==> config.mk <==
export PLATFORM = sky130hd
export DESIGN_NAME = grb_frame_sequencer
export DESIGN_NICKNAME = d
export VERILOG_FILES = /design/src/rtl/grb_pkg.sv /design/src/rtl/grb_latch_timer.sv /design/src/rtl/grb_frame_sequencer.sv
export SDC_FILE = /design/constraint.sdc
export NUM_CORES = 1
export LEC_CHECK = 0
export ABC_CLOCK_PERIOD_IN_PS = 3150
export CORE_MARGIN = 8
export CORE_UTILIZATION = 35
export DETAILED_ROUTE_END_ITERATION = 10
export SETUP_SLACK_MARGIN = 0.05
export SLEW_MARGIN = 40
export SYNTH_ARGS = -nofsm -noshare
export SYNTH_HDL_FRONTEND = slang
export SYNTH_HIERARCHICAL = 1
export SYNTH_SLANG_ARGS = --single-unit
==> constraint.sdc <==
create_clock -name clk -period 3.15 [get_ports clk]
set_clock_uncertainty 0.1 [all_clocks]
set_input_delay 0.4725 -clock clk [delete_from_list [all_inputs] [get_ports clk]]
set_output_delay 0.4725 -clock clk [all_outputs]
set_load 0.005 [all_outputs]
==> src/rtl/grb_pkg.sv <==
// Shared definitions for the addressable-LED output chain: encoder modes and
// the frame sequencer state encoding.
package grb_pkg;

  localparam logic [1:0] QM_ZERO = 2'b00;
  localparam logic [1:0] QM_ONE  = 2'b01;
  localparam logic [1:0] QM_LOW  = 2'b10;

  typedef enum logic [1:0] {
    IDLE  = 2'd0,
    SHIP  = 2'd1,
    LATCH = 2'd2
  } grb_seq_state_t;

endpackage

==> src/rtl/grb_latch_timer.sv <==
// One-shot interval timer: start arms it, expired pulses for one cycle on the
// CYCLES-th cycle after start. Also used for the power-on blanking interval.
module grb_latch_timer #(
  parameter int CYCLES = 5000
) (
  input  logic clk,
  input  logic reset,
  input  logic start,
  input  logic clear,
  output logic expired
);

  localparam int CW = $clog2(CYCLES + 1);
  localparam logic [CW-1:0] LAST = CW'(CYCLES - 1);

  logic [CW-1:0] cnt_reg;
  logic          running_reg;

  assign expired = running_reg && (cnt_reg == LAST);

  // start wins over clear so a restart in the same cycle is never lost
  always_ff @(posedge clk or posedge reset) begin
    if (reset) begin
      cnt_reg     <= '0;
      running_reg <= 1'b0;
    end else if (start) begin
      cnt_reg     <= '0;
      running_reg <= 1'b1;
    end else if (clear || expired) begin
      cnt_reg     <= '0;
      running_reg <= 1'b0;
    end else if (running_reg) begin
      cnt_reg <= cnt_reg + 1'b1;
    end
  end

endmodule

==> src/rtl/grb_frame_sequencer.sv <==
// Frame sequencer: walks num_leds pixel words bit by bit into the bit encoder,
// then holds the line low for the latch interval before pulsing done.
module grb_frame_sequencer
  import grb_pkg::*;
#(
  parameter  int BITS_PER_LED = 24,
  parameter  int MAX_LEDS     = 8,
  parameter  int LATCH_CYCLES = 5000,
  localparam int LEDW         = $clog2(MAX_LEDS + 1),
  localparam int IDXW         = (MAX_LEDS > 1) ? $clog2(MAX_LEDS) : 1
) (
  input  logic            clk,
  input  logic            reset,
  input  logic            ship,
  input  logic [LEDW-1:0] num_leds,
  input  logic            theBit,
  input  logic            bdone,
  output logic [1:0]      qmode,
  output logic            load_pattern,
  output logic [IDXW-1:0] led_index,
  output logic            shift_pattern,
  output logic            start_coding,
  output logic            busy,
  output logic            done
);

  localparam int BCW = $clog2(BITS_PER_LED);
  localparam logic [BCW-1:0]  BIT_LAST = BCW'(BITS_PER_LED - 1);
  localparam logic [LEDW-1:0] MAX_N    = LEDW'(MAX_LEDS);

  grb_seq_state_t  state_reg, state_next;
  logic [BCW-1:0]  bit_cnt_reg;
  logic [IDXW-1:0] led_cnt_reg;
  logic [LEDW-1:0] n_q_reg;

  logic accept, bit_last, led_last, frame_end, latch_expired;

  assign accept    = (state_reg == IDLE) && ship && (num_leds != '0);
  assign bit_last  = (bit_cnt_reg == BIT_LAST);
  assign led_last  = (LEDW'(led_cnt_reg) + LEDW'(1)) >= n_q_reg;
  assign frame_end = (state_reg == SHIP) && bdone && bit_last && led_last;

  grb_latch_timer #(
    .CYCLES (LATCH_CYCLES)
  ) u_latch_timer (
    .clk     (clk),
    .reset   (reset),
    .start   (frame_end),
    .clear   (state_reg == IDLE),
    .expired (latch_expired)
  );

  always_ff @(posedge clk or posedge reset) begin
    if (reset) begin
      state_reg <= IDLE;
    end else begin
      state_reg <= state_next;
    end
  end

  always_comb begin
    state_next = state_reg;
    case (state_reg)
      IDLE:    if (accept)        state_next = SHIP;
      SHIP:    if (frame_end)     state_next = LATCH;
      LATCH:   if (latch_expired) state_next = IDLE;
      default:                    state_next = IDLE;
    endcase
  end

  // n_q is latched once per frame so later num_leds changes cannot disturb it
  always_ff @(posedge clk or posedge reset) begin
    if (reset) begin
      bit_cnt_reg <= '0;
      led_cnt_reg <= '0;
      n_q_reg     <= '0;
    end else if (accept) begin
      bit_cnt_reg <= '0;
      led_cnt_reg <= '0;
      n_q_reg     <= (num_leds > MAX_N) ? MAX_N : num_leds;
    end else if ((state_reg == SHIP) && bdone) begin
      if (!bit_last) begin
        bit_cnt_reg <= bit_cnt_reg + 1'b1;
      end else if (!led_last) begin
        led_cnt_reg <= led_cnt_reg + 1'b1;
        bit_cnt_reg <= '0;
      end
    end
  end

  always_comb begin
    qmode         = QM_LOW;
    load_pattern  = 1'b0;
    shift_pattern = 1'b0;
    start_coding  = 1'b0;
    led_index     = '0;
    busy          = 1'b1;
    done          = 1'b0;
    case (state_reg)
      IDLE: begin
        busy = 1'b0;
        if (accept) begin
          load_pattern = 1'b1;
          start_coding = 1'b1;
        end
      end
      SHIP: begin
        qmode     = {1'b0, theBit};
        led_index = led_cnt_reg;
        if (bdone) begin
          if (!bit_last) begin
            shift_pattern = 1'b1;
          end else if (!led_last) begin
            load_pattern = 1'b1;
            led_index    = led_cnt_reg + 1'b1;
          end
        end
      end
      LATCH: begin
        led_index = led_cnt_reg;
        done      = latch_expired;
      end
      default: busy = 1'b0;
    endcase
  end

endmodule

== Yosys cells after proc, flatten, opt, wreduce, memory -nomap -nowiden ==
Index checks and enable logic that the tools add are counted.

* Logic and storage cells: 67
* Register bits: 28

* Eq/ne operators: 8
* Muxes and demuxes: 32
* Order comparisons: 2
* Reductions and logical operators: 15
* Add/subtract/negate cells: 4

{| class="wikitable"
|+ Operators by type and width
! cell !! count
|-
| $mux 13 || 3
|-
| $mux 5 || 4
|-
| $mux 3 || 5
|-
| $add 13x1->13 const B || 1
|-
| $eq 13x13->1 const B || 1
|-
| $mux 1 || 12
|-
| $mux 2 || 4
|-
| $logic_and 1x1->1 || 6
|-
| $ne 2x2->1 const B || 3
|-
| $pmux 2 s3 || 1
|-
| $pmux 3 s2 || 1
|-
| $add 5x1->5 const B || 1
|-
| $eq 5x5->1 const B || 1
|-
| $add 3x1->4 const B || 1
|-
| $ge 4x4->1 || 1
|-
| $gt 4x4->1 const B || 1
|-
| $mux 4 || 1
|-
| $reduce_bool 2->1 || 2
|-
| $reduce_bool 4->1 || 1
|-
| $add 3x1->3 const B || 1
|-
| $ne 3x3->1 const B || 1
|-
| $reduce_and 3->1 || 1
|-
| $reduce_bool 3->1 || 1
|-
| $eq 2x1->1 const B || 1
|-
| other kinds (6) || 6
|}

== Depth between registers and ports, before layout ==
* Depth in word-level cells: 6
* Mapped depth: 10
* Mapped depth without buffers: 9

== Cells and area by module ==
The synthesis kept the hierarchy.

{| class="wikitable"
|+ Modules (own cells, without submodules)
! module !! cells an instance !! area each (um2) !! times used
|-
| grb_frame_sequencer || 110 || 988.4 || 1
|-
| grb_latch_timer || 70 || 708.2 || 1
|}

== Least setup slack after synthesis ==
No wires, ideal clock.

* Kind: reg2out
* Start: reg led_cnt_reg[0]
* End: out led_index[1]
* Cell stages (with the launch flop): 9
* Slack: 0.464 ns
* Path buffers: 0
* Data required time: 2.577 ns
* Arrival: 2.114 ns
* Path through: dfrtp_1 -> ha_1 -> xor2_1 -> ha_1 -> a21o_1 -> a21oi_2 -> nand3_1 -> o2bb2a_2 -> a21boi_1

* Cells in the longest elaborated chain, start to end: 6
* Elaborated cells on any way between the ends: 7

{| class="wikitable"
|+ Ends and longest elaborated chain
! item !! line !! text
|-
| start: declaration || grb_frame_sequencer.sv:33 || <nowiki>logic [IDXW-1:0] led_cnt_reg;</nowiki>
|-
| start signal: assignment || grb_frame_sequencer.sv:85 || <nowiki>led_cnt_reg <= led_cnt_reg + 1'b1;</nowiki>
|-
| $add 3x1->4 || grb_frame_sequencer.sv:40 || <nowiki>assign led_last = (LEDW'(led_cnt_reg) + LEDW'(1)) >= n_q_reg;</nowiki>
|-
| $ge 4x4->1 || grb_frame_sequencer.sv:40 ||
|-
| $mux 3 * || grb_frame_sequencer.sv:113 || <nowiki>end else if (!led_last) begin</nowiki>
|-
| $mux 3 * || grb_frame_sequencer.sv:111 || <nowiki>if (!bit_last) begin</nowiki>
|-
| $mux 3 * || grb_frame_sequencer.sv:110 || <nowiki>if (bdone) begin</nowiki>
|-
| $pmux 3 s2 * || grb_frame_sequencer.sv:99 || <nowiki>case (state_reg)</nowiki>
|-
| end: declaration || grb_frame_sequencer.sv:20 || <nowiki>output logic [IDXW-1:0] led_index,</nowiki>
|}

Mark *: on every way between the ends. The rest lies on a longest branch, timed or not.

== Worst setup path after layout ==
* Start: reg led_cnt_reg[0]
* End: out led_index[2]

The elaborated chain is that of the path after synthesis.

==> flow_metrics.py <==
metrics = {
    "sta": {
        "finalHoldViolCount": 0,
        "slew_headroom": 0.623,
        "final.min_clock_period_ns": 3.01,
        "fin_crit_sh": 0.955,
        "rsz0062_at_grt": "false",
        "fmax_mhz": 332,
        "final_max_slew_viol_count": 0,
        "final.setup.tns_ns": 0,
        "worst_slew_pin_slew_ns": 0.565,
        "hold_slack_ns": 0.408,
        "setup_viol": 0,
    },
    "global_routing": {
        "antenna_found_initial": 0,
        "grt_max_degree": 17,
        "grt_pass1_wl_mm": 6.31,
        "grt_pass1_vias": 1382,
        "grt_overflow": 0,
        "grt_usage": 0.105,
    },
    "power_and_ir_drop": {
        "ir_drop_mv": 0.278,
        "pwr_density_cell_nw_per_um2": 501,
        "internal_power_uw": 709,
        "swShare": 0.324,
        "power_mw": 1.05,
        "power_switching_uw": 340,
        "leakage_nw": 0.924,
        "clkPwrFrac": 0.276,
        "pwr-share-comb": 0.329,
        "p_seq_frac": 0.395,
    },
    "die": {
        "die_w_um": 85.6,
        "initial_utilization": 0.362,
        "dieArea_sq_um": 7330,
        "row_count": 25,
        "io_pins": 19,
        "core_area_sq_um": 4690,
        "die_h_um": 85.6,
    },
    "placed_design": {
        "dp_hpwl_mm": 2.67,
        "io_buffers": 18,
        "place.gp.congestion": 0.768,
        "place_inst": 254,
    },
    "route": {
        "avgViaCountPerCell": 5.02,
        "wl_per_cell_um": 13.8,
        "wl_met1_mm": 1.71,
        "drt-pass1-iter-count": 4,
        "finalWirelength_mm": 3.63,
        "topRoutingLayerUsed": "met4",
        "vias": 1324,
        "dr_wl_met3_um": 119,
        "wl_met2_mm": 1.78,
        "route.detailed.drc": 0,
        "ant_nets": 0,
        "drtIter0Drc": 23,
    },
    "cts": {
        "cts_num_sinks": 28,
        "worstSkewPairLatency_ns": 0.28,
        "cts_root_buf": "clkbuf_8",
        "cts_htree_levels": 1,
        "cts.path.max_buffers": 2,
        "holdBufCountCts": 0,
        "cts.clk_slew.worst_paths_ns": 0.10,
        "cts-buffers-inserted": 3,
        "cts_tree": "built",
    },
    "logic_synthesis": {
        "ys_seq_area_frac": 0.413,
        "async_reset_ff_frac": 1.00,
        "synth_nets": 199,
        "synth_edf_count": 0,
        "synth.ff_latch_count": 28,
        "synthTopCellsByArea": "dfrtp_1 41%, ha_1 7.4%, nor2_1 5.1%, xnor2_1 4.6%, xor2_1 3.1%",
        "synth_top_area_cell": "dfrtp_1",
        "avgSynthCellArea_sq_um": 9.43,
        "netlist_instances": 180,
        "yosys_warnings": 6,
        "synth.distinct_cells": 46,
        "synth_top_flop_cell": "dfrtp_1",
        "netlist.area_leader.share": 0.413,
        "syn-cell-area_sq_um": 1700,
    },
    "cells_and_area": {
        "fill_cells": 453,
        "final_cells": 264,
        "layout_commonest_cell": "dfrtp_1",
        "area_growth_syn_to_layout_pct": 23.5,
        "final_layout_size_suffix_gt1_frac": 0.162,
        "largest_reg_flops": 13,
        "final_cell_mix": "28 x dfrtp_1, 23 x nor2_1, 14 x clkdlybuf4s50_1",
        "utilization": 0.447,
        "diodes": 0,
        "layout.nets": 230,
    },
    "min_path": {
        "hp-class": "reg -> reg",
    },
    "critical_path": {
        "crit_arrival_ns": 2.44,
        "cp-end-kind": "output pin",
        "critPathRequiredTime_ns": 2.58,
        "path_class": "reg -> out",
        "crit_path_max_fanout": 4,
        "critPathLaunchType": "flip-flop",
    },
    "run_status": {
        "outcome": "complete, no violations",
    },
    "job": {
        "drv_cap": 0,
    },
}
## logic make-up (layout without fill, tap and decap cells)
logic type               after synthesis  in the layout  share of synthesized area
AO/OA/AOI/OAI                         28             28                      0.115
multiplexers                           3              3                     0.0177
buffers and inverters                 19             49                     0.0501
AND/OR/NAND/NOR                       77             77                      0.253
adder cells (fa/ha/maj)               10             10                     0.0737
flip-flops                            28             28                      0.413
XOR/XNOR                              15             15                     0.0774
## through the flow
stage	setup slack [ns]	cell area [sq um]
3_5_place_dp	0.130	1960
2_1_floorplan	0.464	1700
4_1_cts	0.0585	2080
3_3_place_gp	0.135	1960
5_1_grt	0.0199	2100
6_report	0.142	2100
## synth_stat cells, types with 2 or more instances
cell	number
buf_2	3
nand3b_1	3
and2_1	5
nand2_1	11
o211ai_1	2
mux2i_1	3
ha_1	10
nor2_1	23
nor3_1	5
a21o_1	2
a21oi_1	7
nand4_1	6
inv_1	13
nor4_1	2
o21ai_1	3
nand3_1	8
dfrtp_1	28
xnor2_1	9
a31oi_1	2
o21ai_0	4
xor2_1	6
## power by group through the flow
stage	clock network [mW]	registers, mW	logic (mW)
after floorplan	0	0.416	0.232
after CTS	0.294	0.414	0.351
after detailed placement	0	0.420	0.346
after global routing	0.304	0.419	0.391
after global placement	0	0.421	0.347
final	0.290	0.414	0.346
## metal layers
metal,GRT usage,up-vias
li1,-,686
met1,0.132,616
met2,0.176,20
met3,0.0258,2
met4,0.0255,0
met5,0,-
## critical path, cell delays in order (launching register included)
cell and delay (ns):
dfrtp_1 0.40, ha_2 0.19, xor2_1 0.14, ha_1 0.31, a21o_1 0.17, a21oi_2 0.22, nand4_1 0.15, buf_4 0.18
nor3b_2 0.17, o32ai_2 0.10, buf_2 0.13
## area by class of cell
type                       instances  area [sq um]  share of cell area
inverter                          15          58.8              0.0281
clock inverter                     1          30.0              0.0143
timing repair buffer              30           267               0.127
multi-input combinational        133           931               0.444
tap                               54          67.6              0.0322
clock buffer                       3          41.3              0.0197
sequential                        28           701               0.334
## path summary, 6_finish.rpt
path	start	end	slack, ns	cells past startpoint
worst max-delay path	led_cnt_reg[0]	led_index[2]	0.14	10
worst min-delay path	n_q_reg[0]	n_q_reg[0]	0.41	2
worst max register to register	led_cnt_reg[0]	u_latch_timer/cnt_reg[5]	0.47	10
worst min register to register	n_q_reg[0]	n_q_reg[0]	0.41	2
max in group asynchronous	reset	n_q_reg[0]	2.12	2
min in group asynchronous	reset	u_latch_timer/cnt_reg[7]	0.45	2
## timing repair
action	CTS	global route
setup endpoints to repair	4	4
gates resized for setup	10	5
gates cloned	0	0
setup buffers	4	3
pin swaps	6	8
Note: power is estimated with default switching activity, not from simulation.
